**src/rtl/mem_arbiter.sv**
```systemverilog
// Round-robin arbiter that shares one single-port data memory among N_REQ requesters.
// One transaction is in flight at a time: accept, strobe, wait for mem_ready (with timeout), respond.
module mem_arbiter #(
    parameter int unsigned N_REQ   = 3,
    parameter int unsigned TIMEOUT = 15
) (
    input  logic                 clk,
    input  logic                 rst_n,
    input  logic [N_REQ-1:0]     req_valid,
    input  logic [N_REQ-1:0]     req_we,
    input  logic [N_REQ*32-1:0]  req_addr,
    input  logic [N_REQ*32-1:0]  req_wdata,
    output logic [N_REQ-1:0]     req_ready,
    output logic [N_REQ-1:0]     rsp_valid,
    output logic [31:0]          rsp_rdata,
    output logic                 rsp_err,
    output logic [31:0]          mem_addr,
    output logic [31:0]          mem_wdata,
    output logic                 mem_re,
    output logic                 mem_we,
    input  logic [31:0]          mem_rdata,
    input  logic                 mem_ready,
    output logic                 busy
);

    localparam int unsigned     IW         = $clog2(N_REQ);
    localparam logic [IW-1:0]   LastIdx    = IW'(N_REQ - 1);
    localparam logic [7:0]      TimeoutCnt = 8'(TIMEOUT);

    typedef enum logic [1:0] {StIdle, StIssue, StWait, StResp} state_e;

    state_e          state_q;
    logic [IW-1:0]   rr_ptr_q;
    logic [IW-1:0]   win_q;
    logic            we_q;
    logic [7:0]      cnt_q;

    logic [IW-1:0]   win;
    logic            any_req;

    // Search starts just after the last winner so every requester gets a turn.
    always_comb begin : pick
        logic [IW-1:0] idx;
        win     = '0;
        any_req = 1'b0;
        idx     = '0;
        for (int off = 1; off <= int'(N_REQ); off++) begin
            idx = IW'((int'(rr_ptr_q) + off) % int'(N_REQ));
            if (!any_req && req_valid[idx]) begin
                any_req = 1'b1;
                win     = idx;
            end
        end
    end

    // Gated by rst_n: no accept pulse may appear in a cycle where nothing is accepted.
    always_comb begin
        req_ready = '0;
        if (state_q == StIdle && rst_n && any_req) begin
            req_ready[win] = 1'b1;
        end
    end

    assign busy = (state_q != StIdle);

    always_ff @(posedge clk) begin
        if (!rst_n) begin
            state_q   <= StIdle;
            rr_ptr_q  <= LastIdx;
            win_q     <= '0;
            we_q      <= 1'b0;
            cnt_q     <= '0;
            rsp_valid <= '0;
            rsp_rdata <= '0;
            rsp_err   <= 1'b0;
            mem_addr  <= '0;
            mem_wdata <= '0;
            mem_re    <= 1'b0;
            mem_we    <= 1'b0;
        end else begin
            case (state_q)
                StIdle: begin
                    if (any_req) begin
                        win_q     <= win;
                        rr_ptr_q  <= win;
                        we_q      <= req_we[win];
                        mem_addr  <= req_addr[32*win +: 32];
                        mem_wdata <= req_wdata[32*win +: 32];
                        mem_re    <= ~req_we[win];
                        mem_we    <= req_we[win];
                        state_q   <= StIssue;
                    end
                end
                StIssue: begin
                    mem_re  <= 1'b0;
                    mem_we  <= 1'b0;
                    cnt_q   <= '0;
                    state_q <= StWait;
                end
                StWait: begin
                    if (mem_ready) begin
                        rsp_valid <= N_REQ'(1) << win_q;
                        rsp_rdata <= we_q ? 32'd0 : mem_rdata;
                        rsp_err   <= 1'b0;
                        state_q   <= StResp;
                    end else if (cnt_q == TimeoutCnt) begin
                        rsp_valid <= N_REQ'(1) << win_q;
                        rsp_rdata <= '0;
                        rsp_err   <= 1'b1;
                        state_q   <= StResp;
                    end else begin
                        cnt_q <= cnt_q + 8'd1;
                    end
                end
                StResp: begin
                    rsp_valid <= '0;
                    rsp_rdata <= '0;
                    rsp_err   <= 1'b0;
                    state_q   <= StIdle;
                end
                default: state_q <= StIdle;
            endcase
        end
    end

endmodule

```
**config.mk**
```make
export PLATFORM = sky130hd
export DESIGN_NAME = mem_arbiter
export DESIGN_NICKNAME = d
export VERILOG_FILES = /design/src/rtl/mem_arbiter.sv
export SDC_FILE = /design/constraint.sdc
export NUM_CORES = 1
export LEC_CHECK = 0
export ABC_AREA = 1
export ABC_CLOCK_PERIOD_IN_PS = 2600
export CORE_ASPECT_RATIO = 0.9
export CORE_MARGIN = 3
export CORE_UTILIZATION = 39
export DETAILED_ROUTE_END_ITERATION = 7
export GPL_ROUTABILITY_DRIVEN = 0
export GPL_TIMING_DRIVEN = 0
export PLACE_DENSITY = 0.82
export SLEW_MARGIN = 0
export SYNTH_ARGS = -nofsm -noshare
export SYNTH_HDL_FRONTEND = slang
export SYNTH_SLANG_ARGS = --single-unit
export TNS_END_PERCENT = 1
```
**constraint.sdc**
```tcl
create_clock -name clk -period 2.6 [get_ports clk]
set_input_delay 0.39 -clock clk [delete_from_list [all_inputs] [get_ports clk]]
set_output_delay 0.39 -clock clk [all_outputs]
set_load 0.05 [all_outputs]
```
# Yosys cells after proc, flatten, opt, wreduce, memory -nomap -nowiden
# Index checks and enable logic that the tools add are counted.
dict set report op_classes {
  add_sub_neg 4
  n_div 3
  order_cmp 5
  eq_ne 8
  shifts 3
  mux 38
  bitwise 1
  reduce_logical 17
}
# op count
set op_table {}
lappend op_table {{$shiftx A96 B8 Y32} 2}
lappend op_table {{$mod A32 B3 Y32 const B} 3}
lappend op_table {{$mux W32} 3}
lappend op_table {{$pmux W32 S2} 1}
lappend op_table {{$mux W8} 2}
lappend op_table {{$pmux W8 S2} 1}
lappend op_table {{$lt A2 B3 Y1 const B} 4}
lappend op_table {{$mux W1} 12}
lappend op_table {{$mux W2} 6}
lappend op_table {{$mux W3} 3}
lappend op_table {{$add A8 B1 Y8 const B} 1}
lappend op_table {{$bmux W1 S2} 4}
lappend op_table {{$eq A8 B4 Y1 const B} 1}
lappend op_table {{$pmux W2 S4} 1}
lappend op_table {{$reduce_and A2 Y1} 4}
lappend op_table {{$reduce_bool A2 Y1} 4}
lappend op_table {{$add A2 B2 Y3 const B} 2}
lappend op_table {{$ne A2 B2 Y1 const B} 3}
lappend op_table {{$pmux W1 S2} 3}
lappend op_table {{$pmux W3 S2} 1}
lappend op_table {{$logic_and A1 B1 Y1} 5}
lappend op_table {{$eq A2 B2 Y1 const B} 2}
lappend op_table {{$add A2 B1 Y3 const B} 1}
lappend op_table {{$ne A3 B3 Y1 const B} 1}
lappend op_table {{8 further kinds} 9}
dict set report word_totals {
  register_bits 117
  in_bits 233
  output_inout_bits 106
}

# Logic depth before layout (Yosys ltp)
dict set report logic_depth {
  ltp_word 16
  mapped_depth 16
  mapped_depth_nobuf 15
}

# Least setup slack after synthesis
# Ideal clock, no wire load.
dict set report synth_path {
  path_type {reg2out}
  from {register rr_ptr_q[0]}
  to {output req_ready[0]}
  arrival_ps 2523
  slack_ps -313
  stages_incl_launch_ff 16
  cell_sequence {dfxtp_1 -> inv_1 -> ha_1 -> inv_2 -> nand2_1 -> nand3_1 -> nand2_2 -> nand2_1 -> inv_2 -> nand3_1 -> nand2_2 -> inv_2 -> buf_2 -> buf_4 -> nand2_1 -> nor2_1}
}
dict set report synth_via {
  elab_chain_cells 16
  elab_cells_between_ends 29
  classes_between {3 x add/sub; 3 x div; 2 x order compare; 15 x mux; 6 x reduce/logical}
}
# element line_no
set synth_lines {}
lappend synth_lines {{from (decl)} 33} ;# logic [IW-1:0] rr_ptr_q;
lappend synth_lines {{from (signal assigned)} 69} ;# rr_ptr_q <= LastIdx;
lappend synth_lines {{from (signal assigned)} 85} ;# rr_ptr_q <= win;
lappend synth_lines {{$add A2 B1 Y3} 48} ;# idx = IW'((int'(rr_ptr_q) + off) % int'(N_REQ));
lappend synth_lines {{$mod A32 B3 Y32} 48}
lappend synth_lines {{$bmux W1 S2} 49} ;# if (!any_req && req_valid[idx]) begin
lappend synth_lines {{$mux W1 (implied by the code)} 49}
lappend synth_lines {{$mux W1} 49}
lappend synth_lines {{$logic_not A1 Y1} 49}
lappend synth_lines {{$logic_and A1 B1 Y1} 49}
lappend synth_lines {{$mux W1} 49}
lappend synth_lines {{$logic_not A1 Y1} 49}
lappend synth_lines {{$logic_and A1 B1 Y1} 49}
lappend synth_lines {{$mux W2} 49}
lappend synth_lines {{$lt A2 B3 Y1 (implied by the code) / $ge A2 B1 Y1 (equally long branches)} 60} ;# req_ready[win] = 1'b1;
lappend synth_lines {{$logic_and A1 B1 Y1 (implied by the code)} 60}
lappend synth_lines {{$mux W1 (implied by the code)} 60}
lappend synth_lines {{$demux W1 S2} 60}
lappend synth_lines {{$mux W3 *} 59} ;# if (state_q == StIdle && rst_n && any_req) begin
lappend synth_lines {{to (decl)} 13} ;# output logic [N_REQ-1:0] req_ready,
# Mark *: on every way between the ends. The rest lies on a longest branch, timed or not. The select of a mux whose other input is x is not followed.

# Worst setup path in the final report
dict set report layout_path {
  from {register rr_ptr_q[0]}
  to {output req_ready[1]}
}
# The elaborated chain is that of the path after synthesis.

==> metrics.txt <==
power share of the clock group 0.150; Post-Syn Instances 830; routed vias/inst 5.24; Slew Viols, Final 0; Clock Skew 0.00587 ns; Synth Warn # 0; routed length per placed instance 18.2 µm; Die Width 136 µm; core area 0.0148 mm²; CTS sink count 116; CP Max Fanout 8; fraction of layout cells with a size suffix above 1 0.0896; final setup fails 3; Netlist cell types 29; setup_tns -0.0376 ns; Max Buffers Root-to-Sink 2; wl on met1 10100 µm; Critical Path RT 2.21 ns; final instance area 0.0104 mm²; CTS clock-pin slew for the worst setup and hold paths 0.06 ns; initial antenna violation count 1; Hold Path Class in -> reg; Yosys top cell area share 0.389; Final period util 1.01; worst-margin pin slew 0.627 ns; remaining routing DRC violations 0; DRT antenna net count 0; Mean Syn Cell Area 7.18 µm²; Hold Crit Depth 3; Seq/Total Area, Yosys 0.389; Gate power share 0.673; largest net degree at the start of global routing 17; Post-DP Area 0.00960 mm²; GRT Util Overall 0.297; chip height 123 µm; total CTS buffers 17; cell mode on critical path nand3_2; met3 WL 1870 µm; Root Driver clkbuf_16; Critical R2R Capture mem_wdata[18]; Post-Route WL 25500 µm; initial core utilization 0.402; critical path startpoint category register; met2 wire len 12500 µm; Hold EP rsp_rdata[31]; Seq cells post-synth 116; max_slew headroom 0.581; HP Start mem_ready; Layout area overhead 74.4%; CP Class reg -> out; Sw Share 0.516; Max Clock Freq 382 MHz; FF-to-FF setup slack 0.04 ns; initial drt markers 487; first drt pass iteration count 5; Cell Area, Synth 0.00596 mm²; violated checks negative setup slack; via count 7367; Overflow after GRT 0; Reg power frac 0.178; worst r2r path cells 14; # rows 42; hpwl dp 19300 µm; layout net count 1436; Largest stage delay, worst path 0.37 ns; P_int 7720 µW; synth top area cells dfxtp_1 (39%), a21oi_1 (12%), o211ai_1 (8.2%), nand2_1 (6.5%), o21ai_0 (5.6%); latest clock arrival within the worst-skew pair 0.42 ns; Critical R2R Launch rr_ptr_q[0]; CP arrival 2.23 ns; leading area contributor after synthesis dfxtp_1; worst ir drop on vdd 732 µV; setup ws final -0.0186 ns; Max-Cap Viols 0; area of the die 0.0168 mm²; number of global-route vias before repair 7115; Worst Hold Slack 0.440 ns; IO Pins 339; Tot Pwr 16000 µW; Slowest-stage cell, CP dfxtp_4; first-pass GRT wire length 38000 µm; cts hold-fix bufs 0; H-tree Lvls 4; pwr dens 1530 mW/mm²; RSZ-0062 raised after global routing true; Top Metal Used met4; Final Hold Viols 0; Leak 0.00423 µW; PortBufs 336; CP Capture Type output port; CTS tree built; Synthesized Nets 1073; Switch Pwr 8240 µW; outcome finished, violations left; worst path cell trace inv_4 > ha_4 > inv_2 > nand2_1 > nand3_2 > nand2_4 > buf_6 > nand3_1 > nand3_2 > o21ai_4 > buf_12 > nor2_4 > buf_8; Tmin final 2.62 ns
## layout by cell type, fill, tap and decap left out, types with 18 or more instances in the layout
| cell type | netlist | routed |
|---|---|---|
| nand4_1 | 34 | 34 |
| nor2_1 | 47 | 44 |
| clkdlybuf4s50_1 | 0 | 333 |
| o21ai_0 | 67 | 65 |
| a21oi_1 | 144 | 144 |
| buf_4 | 11 | 18 |
| buf_2 | 20 | 19 |
| clkbuf_1 | 35 | 31 |
| nand2_1 | 103 | 100 |
| a211oi_1 | 33 | 33 |
| nand3_1 | 21 | 19 |
| dfxtp_1 | 116 | 114 |
| inv_1 | 88 | 85 |
| o211ai_1 | 65 | 65 |
## metal layers
layer | vias up | global-route usage
li1 | 3616 | -
met1 | 3372 | 0.355
met3 | 65 | 0.0858
met5 | - | 0
met2 | 314 | 0.497
met4 | 0 | 0.133
## through the flow
step / instances / utilization / setup WS (ns)
after global placement: 1364 / 0.648 / -1.17
after global routing: 1405 / 0.702 / -0.143
final: 1405 / 0.702 / -0.0186
after floorplan: 830 / - / 0.00259
after CTS: 1404 / 0.701 / 0.00107
after detailed placement: 1364 / 0.648 / -1.20
## critical path, delay by kind of cell (launching register included)
family	cells	cell delay (ns)
adders and majority gates	1	0.32
DFF	1	0.37
buffers and inverters	5	0.48
AOI/OAI and AO/OA	1	0.08
and+or+nand+nor	6	0.54
## cell usage after synthesis
master	n
a21oi_1	144
dfxtp_1	116
nand2_1	103
inv_1	88
o21ai_0	67
o211ai_1	65
nor2_1	47
clkbuf_1	35
nand4_1	34
a211oi_1	33
nand3_1	21
buf_2	20
buf_4	11
ha_1	10
o21ai_1	8
nor3_1	6
buf_1	4
inv_2	4
clkinv_1	3
nand2_2	2
a31oi_1	1
and3_1	1
buf_6	1
nand3_2	1
nand3b_1	1
nor2_2	1
nor2_4	1
o21ai_2	1
o31ai_1	1
## logic make-up after synthesis
group                    Yosys count  share of synthesized area
AND/OR/NAND/NOR                  218                      0.162
adder cells (fa/ha/maj)           10                     0.0210
buffers and inverters            166                      0.117
flip-flops                       116                      0.389
AO/OA/AOI/OAI                    320                      0.311
## registers in the layout, indices dropped and copies added, names as in the netlist, 2 cells and up
name / flops
mem_addr: 32
mem_wdata: 32
rsp_rdata: 32
cnt_q: 8
rsp_valid: 3
rr_ptr_q: 2
state_q: 2
## how the worst max path moves through the flow
| stage | from | endpoint | slack (ns) | cells past startpoint |
|---|---|---|---|---|
| finish | rr_ptr_q[0] | req_ready[1] | -0.02 | 13 |
| global route | rr_ptr_q[0] | req_ready[0] | -0.14 | 12 |
| CTS | rr_ptr_q[0] | req_ready[1] | 0.001 | 13 |
| detailed placement | rr_ptr_q[0] | req_ready[0] | -1.20 | 13 |
| global placement | req_valid[2] | req_ready[0] | -1.17 | 11 |
| floorplan | rr_ptr_q[0] | req_ready[0] | 0.003 | 12 |
## power groups by stage
stage          clock (µW)  sequential (µW)  combinational, µW
2_1_floorplan           0             4920               4780
3_3_place_gp            0             2820              10100
3_5_place_dp            0             2830              10200
4_1_cts              2410             2820              10700
5_1_grt              2490             2900              11600
6_report             2390             2830              10700
## area by class of cell
class / instances / area (µm²)
well taps: 198 / 248
diodes: 1 / 2.50
repair buffers: 346 / 3470
clock inverters: 14 / 161
fillers: 1236 / 4420
flip-flops and latches: 116 / 2330
inverters: 95 / 367
plain buffers: 69 / 344
multi-input cells: 548 / 3050
clock buffers: 18 / 439
## timing repair
action                                 CTS  global route
pin swaps                                6             2
gates resized for setup                 54            10
endpoints found under the hold margin    0             0
setup endpoints to repair               14            53
gates cloned                             0             0
setup buffers                           10             0
No activity file was read; power rests on OpenSTA's default activity.
